### src/rtl/ahb_split_ctrl.sv
// Slave-side AHB SPLIT controller: splits non-locked transfers while the slave is busy,
// queues the split masters in arrival order and releases them one per cycle via Hsplit.
module ahb_split_ctrl #(
  parameter  int NUM_MASTERS = 4,
  localparam int IDW = (NUM_MASTERS > 1) ? $clog2(NUM_MASTERS) : 1,
  localparam int CW  = $clog2(NUM_MASTERS + 1)
) (
  input  logic                   Hclk,
  input  logic                   Hresetn,
  input  logic                   Hsel,
  input  logic [1:0]             Htrans,
  input  logic                   Hready,
  input  logic [IDW-1:0]         Hmaster,
  input  logic                   Hmastlock,
  input  logic                   slv_busy,
  output logic                   Hreadyout,
  output logic [1:0]             Hresp,
  output logic [NUM_MASTERS-1:0] Hsplit,
  output logic [CW-1:0]          split_pending
);

  typedef enum logic [1:0] {S_IDLE, S_SPLIT1, S_SPLIT2, S_LOCKWAIT} state_t;

  localparam logic [1:0] RESP_OKAY  = 2'b00;
  localparam logic [1:0] RESP_SPLIT = 2'b11;

  state_t                          state, state_nxt;
  logic                            accept, enq, do_enq, do_pop;
  logic [NUM_MASTERS-1:0][IDW-1:0] fifo;
  logic [IDW-1:0]                  wr_ptr, rd_ptr, head;
  logic [NUM_MASTERS-1:0]          mask, rel_vec;

  assign accept = Hsel && Hready && Htrans[1];
  assign head   = fifo[rd_ptr];

  always_comb begin
    state_nxt = state;
    enq       = 1'b0;
    case (state)
      // SPLIT2 already drives Hreadyout=1, so a new address phase may land here.
      S_IDLE, S_SPLIT2: begin
        state_nxt = S_IDLE;
        if (accept && slv_busy) begin
          if (Hmastlock) state_nxt = S_LOCKWAIT;
          else begin
            state_nxt = S_SPLIT1;
            enq       = 1'b1;
          end
        end
      end
      S_SPLIT1:   state_nxt = S_SPLIT2;
      S_LOCKWAIT: if (!slv_busy) state_nxt = S_IDLE;
      default:    state_nxt = S_IDLE;
    endcase
  end

  // Enqueue needs slv_busy=1 and pop needs slv_busy=0, so they are exclusive.
  assign do_enq = enq && !mask[Hmaster];
  assign do_pop = !slv_busy && (split_pending != '0);

  for (genvar m = 0; m < NUM_MASTERS; m++) begin : g_rel
    assign rel_vec[m] = do_pop && (head == IDW'(m));
  end

  always_ff @(posedge Hclk or negedge Hresetn) begin
    if (!Hresetn) begin
      state         <= S_IDLE;
      Hreadyout     <= 1'b1;
      Hresp         <= RESP_OKAY;
      Hsplit        <= '0;
      split_pending <= '0;
      fifo          <= '0;
      mask          <= '0;
      wr_ptr        <= '0;
      rd_ptr        <= '0;
    end else begin
      state     <= state_nxt;
      // Outputs registered from next state so they come straight off flops.
      Hreadyout <= !(state_nxt == S_SPLIT1 || state_nxt == S_LOCKWAIT);
      Hresp     <= (state_nxt == S_SPLIT1 || state_nxt == S_SPLIT2) ? RESP_SPLIT : RESP_OKAY;
      Hsplit    <= rel_vec;
      if (do_enq) begin
        fifo[wr_ptr]  <= Hmaster;
        mask[Hmaster] <= 1'b1;
        wr_ptr        <= (wr_ptr == IDW'(NUM_MASTERS - 1)) ? '0 : wr_ptr + IDW'(1);
        split_pending <= split_pending + CW'(1);
      end else if (do_pop) begin
        mask[head]    <= 1'b0;
        rd_ptr        <= (rd_ptr == IDW'(NUM_MASTERS - 1)) ? '0 : rd_ptr + IDW'(1);
        split_pending <= split_pending - CW'(1);
      end
    end
  end

endmodule

### config.mk
export PLATFORM = sky130hd
export DESIGN_NAME = ahb_split_ctrl
export DESIGN_NICKNAME = d
export VERILOG_FILES = /design/src/rtl/ahb_split_ctrl.sv
export SDC_FILE = /design/constraint.sdc
export NUM_CORES = 1
export LEC_CHECK = 0
export CELL_PAD_IN_SITES_DETAIL_PLACEMENT = 1
export CELL_PAD_IN_SITES_GLOBAL_PLACEMENT = 2
export CORE_MARGIN = 2
export CORE_UTILIZATION = 36
export CTS_CLUSTER_SIZE = 24
export DETAILED_ROUTE_END_ITERATION = 7
export PLACE_DENSITY = 0.79
export REMOVE_ABC_BUFFERS = 1
export SYNTH_ARGS = -nofsm -noshare
export SYNTH_HDL_FRONTEND = slang
export SYNTH_SLANG_ARGS = --single-unit
### constraint.sdc
create_clock -name Hclk -period 3.29 [get_ports Hclk]
set_clock_uncertainty 0.2 [all_clocks]
set_input_delay 0.987 -clock Hclk [delete_from_list [all_inputs] [get_ports Hclk]]
set_output_delay 0.987 -clock Hclk [all_outputs]
set_load 0.02 [all_outputs]
Word level (Yosys, flattened, before mapping)

Index checks and enable logic that the tools add are counted.

Add/subtract/negate cells: 4
$lt $le $gt $ge: 7
Equal/unequal tests: 11
Muxes and demuxes: 25
Bitwise gates (word level): 4
Reductions and logical operators: 23

Operators with widths:

| cell                  | number |
|---|---|
| $eq A2 B2 Y1 const B  | 8 |
| $mux W2               | 8 |
| $logic_and A1 B1 Y1   | 12 |
| $lt A2 B3 Y1 const B  | 4 |
| $bwmux W8             | 1 |
| $mux W4               | 2 |
| $eq A2 B1 Y1 const B  | 3 |
| $ge A2 B1 Y1 const B  | 3 |
| $mux W1               | 6 |
| $mux W3               | 2 |
| $pmux W2 S3           | 1 |
| $add A2 B1 Y2 const B | 2 |
| $and A4 B4 Y4         | 1 |
| $bmux W2 S2           | 1 |
| $demux W1 S2          | 2 |
| $demux W2 S2          | 1 |
| $logic_not A2 Y1      | 2 |
| $not A4 Y4            | 1 |
| $or A4 B4 Y4          | 1 |
| $add A3 B1 Y3 const B | 1 |
| $logic_not A1 Y1      | 3 |
| $reduce_bool A3 Y1    | 1 |
| $sub A3 B1 Y3 const B | 1 |
| $bmux W1 S2           | 1 |
| 5 further kinds       | 6 |

Register bits after elaboration: 28
Input bits: 10
Output and inout port bits: 10
Logic and storage cells: 86

Depth between registers and ports, before layout

Depth after elaboration: 10
Depth in mapped cells: 7
Gate-level depth less buffers: 7

Worst setup path before layout

OpenSTA, ideal clock, no wires.

Kind: in2reg
Start: in Hmaster[0]
End: reg split_pending[2]
Setup time: 0.090 ns
Arrival: 2.892 ns
Required time: 3.000 ns
Setup slack: 0.108 ns
Stages: 6
Buffers on the path: 0
Cell sequence: mux4_2 -> nor3_2 -> inv_1 -> fa_1 -> or4_1 -> o2111ai_1

Longest elaborated chain between the ends: 5
Elaborated cells between the ends (all ways): 6
Those cells by class: mux: 3; reduce/logical: 3

Ends and longest elaborated chain:

| what                                                 | RTL line | text |
|---|---|---|
| start, declared                                      | 13       | `input logic [IDW-1:0] Hmaster,` |
| $bmux W1 S2 (*)                                      | 58       | `assign do_enq = enq && !mask[Hmaster];` |
| $mux W1 (not written as such) (*)                    | 58       |  |
| $logic_not A1 Y1 (*)                                 | 58       |  |
| $logic_and A1 B1 Y1 (*)                              | 58       |  |
| $mux W3 / $reduce_bool A2 Y1 (equally long branches) | -        |  |
| end signal, assigned                                 | 86       | `split_pending <= split_pending + CW'(1);` |
| end signal, assigned                                 | 90       | `split_pending <= split_pending - CW'(1);` |
| end, declared                                        | 19       | `output logic [CW-1:0] split_pending` |

Mark *: on every way between the ends. The rest lies on a longest branch, timed or not. The select of a mux whose other input is x is not followed.
A chain may end at the register's enable or synchronous reset.

Final worst setup path

Start: in Hmaster[1]
End: reg split_pending[2]

Same word-level chain as after synthesis.

==> flow_metrics.tcl <==
set metrics [dict create \
    drc 0 \
    syn_area_per_cell_um2 13.2 \
    cts_max_level 1 \
    grt_pass1_vias 1006 \
    finalMaxSlewViolations 0 \
    cp_data_arrival_time_ps 3110 \
    p_switching_mw 0.383 \
    wl_per_cell_um 15.0 \
    viasPerCell 5.07 \
    antennaDiodeCount 0 \
    cts_buffer_depth 2 \
    hold_violations 0 \
    io_buffers 18 \
    rsz0062_at_grt "no" \
    hold_path.class "register to register" \
    status "finished, final reports clean" \
    rows 22 \
    yosys_warnings 0 \
    layout_min_cycle_time_ps 3120 \
    root_buffer "clkbuf_8" \
    start_util_pct 36.9 \
    end_kind "register" \
    die_y_um 65.1 \
    drt_pass1_iterations 4 \
    power_mw 1.13 \
    p_sw_share_pct 33.8 \
    core_mm2 0.00363 \
    num_io_pins 20 \
    max_cap_viol_count 0 \
    final_nets 148 \
    vias 908 \
    syn_area_mm2 0.00134 \
    drt_iter0_drc 22 \
    grt_pass1_wl_um 4890 \
    pwr-share-seq_pct 44.7 \
    cts_hold_buf 0 \
    ant_nets 0 \
    critPathKind "primary input to register" \
    dieArea_mm2 0.00423 \
    start_kind "primary input" \
    worstMarginPinSlew_ps 412 \
    hpwl_um 2060 \
    antenna_found_initial 0 \
    min_period_over_period_pct 94.9 \
    dieWidth_um 65.1 \
    seq_area_frac_synth_pct 50.4 \
    finalSetupViolCount 0 \
    relSlewSlack_pct 72.1 \
    gp_congestion 0.745 \
    numCtsBuffers 3 \
    fmax_ghz 0.320 \
    cp_max_fo 3 \
    synthDistinctLibCells 34 \
    clk_latency_ps 280 \
    p_clk_share_pct 17.0 \
    p_comb_share_pct 38.3 \
    crit_required_ps 3280 \
    syn_to_final_growth_pct 27.1 \
    clkTransAtPathRegs_ps 100 \
    wirelength_um 2690 \
    grt_use_total_pct 15.3 \
    grt_max_degree 28 \
    cts_tree "yes" \
    r2r_start "mask[3]" \
    powerDensity_mw_per_mm2 664 \
    p_leak_nw 0.738 \
    vdd_drop_max_mv 0.356 \
    hp-start "fifo[5]" \
    cts_sinks 27 \
    final_util_pct 47.0 \
    p_int_mw 0.749 \
    ys_ff_latch 27 \
    drive_above_1_share_pct 31.3 \
    startpoint "Hmaster[1]" \
    synth_cells 102 \
    grt_overflow 0 \
]
## area by class of cell
cell class                      count  area (um^2)
Timing Repair Buffer               29          265
Sequential cell                    27          677
Fill cell                         396         1930
Multi-Input combinational cell     62          622
Inverter                            9         33.8
Tap cell                           48         60.1
Clock buffer                        3         41.3
Clock inverter                      1         7.51
## worst paths after layout
path	to	slack, ps	depth (start not counted)
min reg2reg	fifo[5]	310	1
min	fifo[5]	310	1
max reg2reg	split_pending[2]	770	6
max in group asynchronous	Hreadyout	1710	2
max	split_pending[2]	170	7
min in group asynchronous	Hsplit[2]	880	2
## sequential cells by signal, indices dropped and copies added (netlist names)
signal / flops
Hresp: 1
wr_ptr: 2
mask: 4
state: 2
Hreadyout: 1
Hsplit: 4
fifo: 8
split_pending: 3
rd_ptr: 2
## cells in the mapped netlist
library cell / number / area (um^2)
nor3_2: 1 / 10.0
o2bb2ai_1: 1 / 8.76
nand4bb_1: 1 / 11.3
nand4_1: 1 / 6.26
nor3_1: 1 / 5.00
nor4b_4: 1 / 23.8
clkbuf_1: 3 / 11.3
nand2b_1: 1 / 6.26
nor4_1: 2 / 12.5
o2111ai_1: 1 / 8.76
mux2_2: 12 / 135
inv_1: 9 / 33.8
a21o_1: 1 / 7.51
xor2_1: 1 / 8.76
nor4b_1: 3 / 26.3
ha_1: 5 / 62.6
or2_2: 2 / 12.5
nand3_1: 1 / 5.00
or4_1: 4 / 30.0
nand2_1: 3 / 11.3
and2_1: 2 / 12.5
o21ai_0: 3 / 15.0
nand3b_1: 1 / 7.51
o21ba_2: 1 / 10.0
a21oi_1: 2 / 10.0
a32o_1: 1 / 10.0
buf_4: 1 / 7.51
o32ai_2: 1 / 16.3
dfrtp_1: 26 / 651
fa_1: 1 / 20.0
mux4_2: 3 / 67.6
nor4b_2: 3 / 45.0
nor2_1: 2 / 7.51
dfstp_2: 1 / 26.3
## logic make-up (layout without fill, tap and decap cells)
logic type | count (synthesis) | in the layout | share of synthesized area [%]
adders and majority gates | 6 | 6 | 6.15
AOI/OAI and AO/OA | 11 | 11 | 6.43
buffers and inverters | 13 | 42 | 3.91
DFF | 27 | 27 | 50.4
muxes | 15 | 15 | 15.1
and+or+nand+nor | 29 | 29 | 17.3
xor gates and xnor gates | 1 | 1 | 0.652
## power by group through the flow
stage	combinational, mW	sequential [mW]	clock [mW]
2_1_floorplan	0.230	0.531	0
3_3_place_gp	0.403	0.505	0
3_5_place_dp	0.424	0.516	0
4_1_cts	0.428	0.510	0.201
5_1_grt	0.480	0.524	0.213
6_report	0.434	0.507	0.192
## placed cells by master (no fill, tap or decap), drive strengths merged, types with 2 or more instances in the layout
cell type / count
a21oi: 2
buf: 11
nand2: 3
dfrtp: 26
inv: 9
mux2: 12
nor4: 2
o21ai: 3
clkdlybuf4s50: 17
or4: 4
clkbuf: 3
and2: 2
nor2: 2
or2: 2
mux4: 3
ha: 5
nor4b: 7
nor3: 2
## metal layers
metal	track usage, %	share of wire [%]	up-vias	wire (um)
met5	0	0	-	0
met2	25.5	51	14	1380
met1	20.0	44	460	1190
met4	3.91	1.0	0	27
met3	3.65	3.5	4	94
li1	-	-	430	-
## repair_timing
| item | in CTS | in global routing |
|---|---|---|
| resized for setup | 1 | 2 |
| pin swaps | 0 | 2 |
| setup endpoints to repair | 1 | 1 |
| setup buffers | 0 | 2 |
| endpoints found under the hold margin | 0 | 0 |
## per-stage QoR
stage          setup WS (ps)  TNS, ps  instance area, um^2  std cells  hold WS, ps
2_1_floorplan            106        0                 1320         98          261
3_3_place_gp            -279     -309                 1630        173          284
3_5_place_dp            -338     -421                 1630        173          293
4_1_cts                 12.5        0                 1680        177          318
5_1_grt                  116        0                 1710        179          346
6_report                 167        0                 1710        179          312
## worst max-delay path: stages
cell and delay (ps):
clkdlybuf4s50_1 480, mux4_2 350, nor3_4 220, inv_1 90, fa_2 380, or4_1 510, o2111ai_1 90
(Power assumes the default switching activity.)
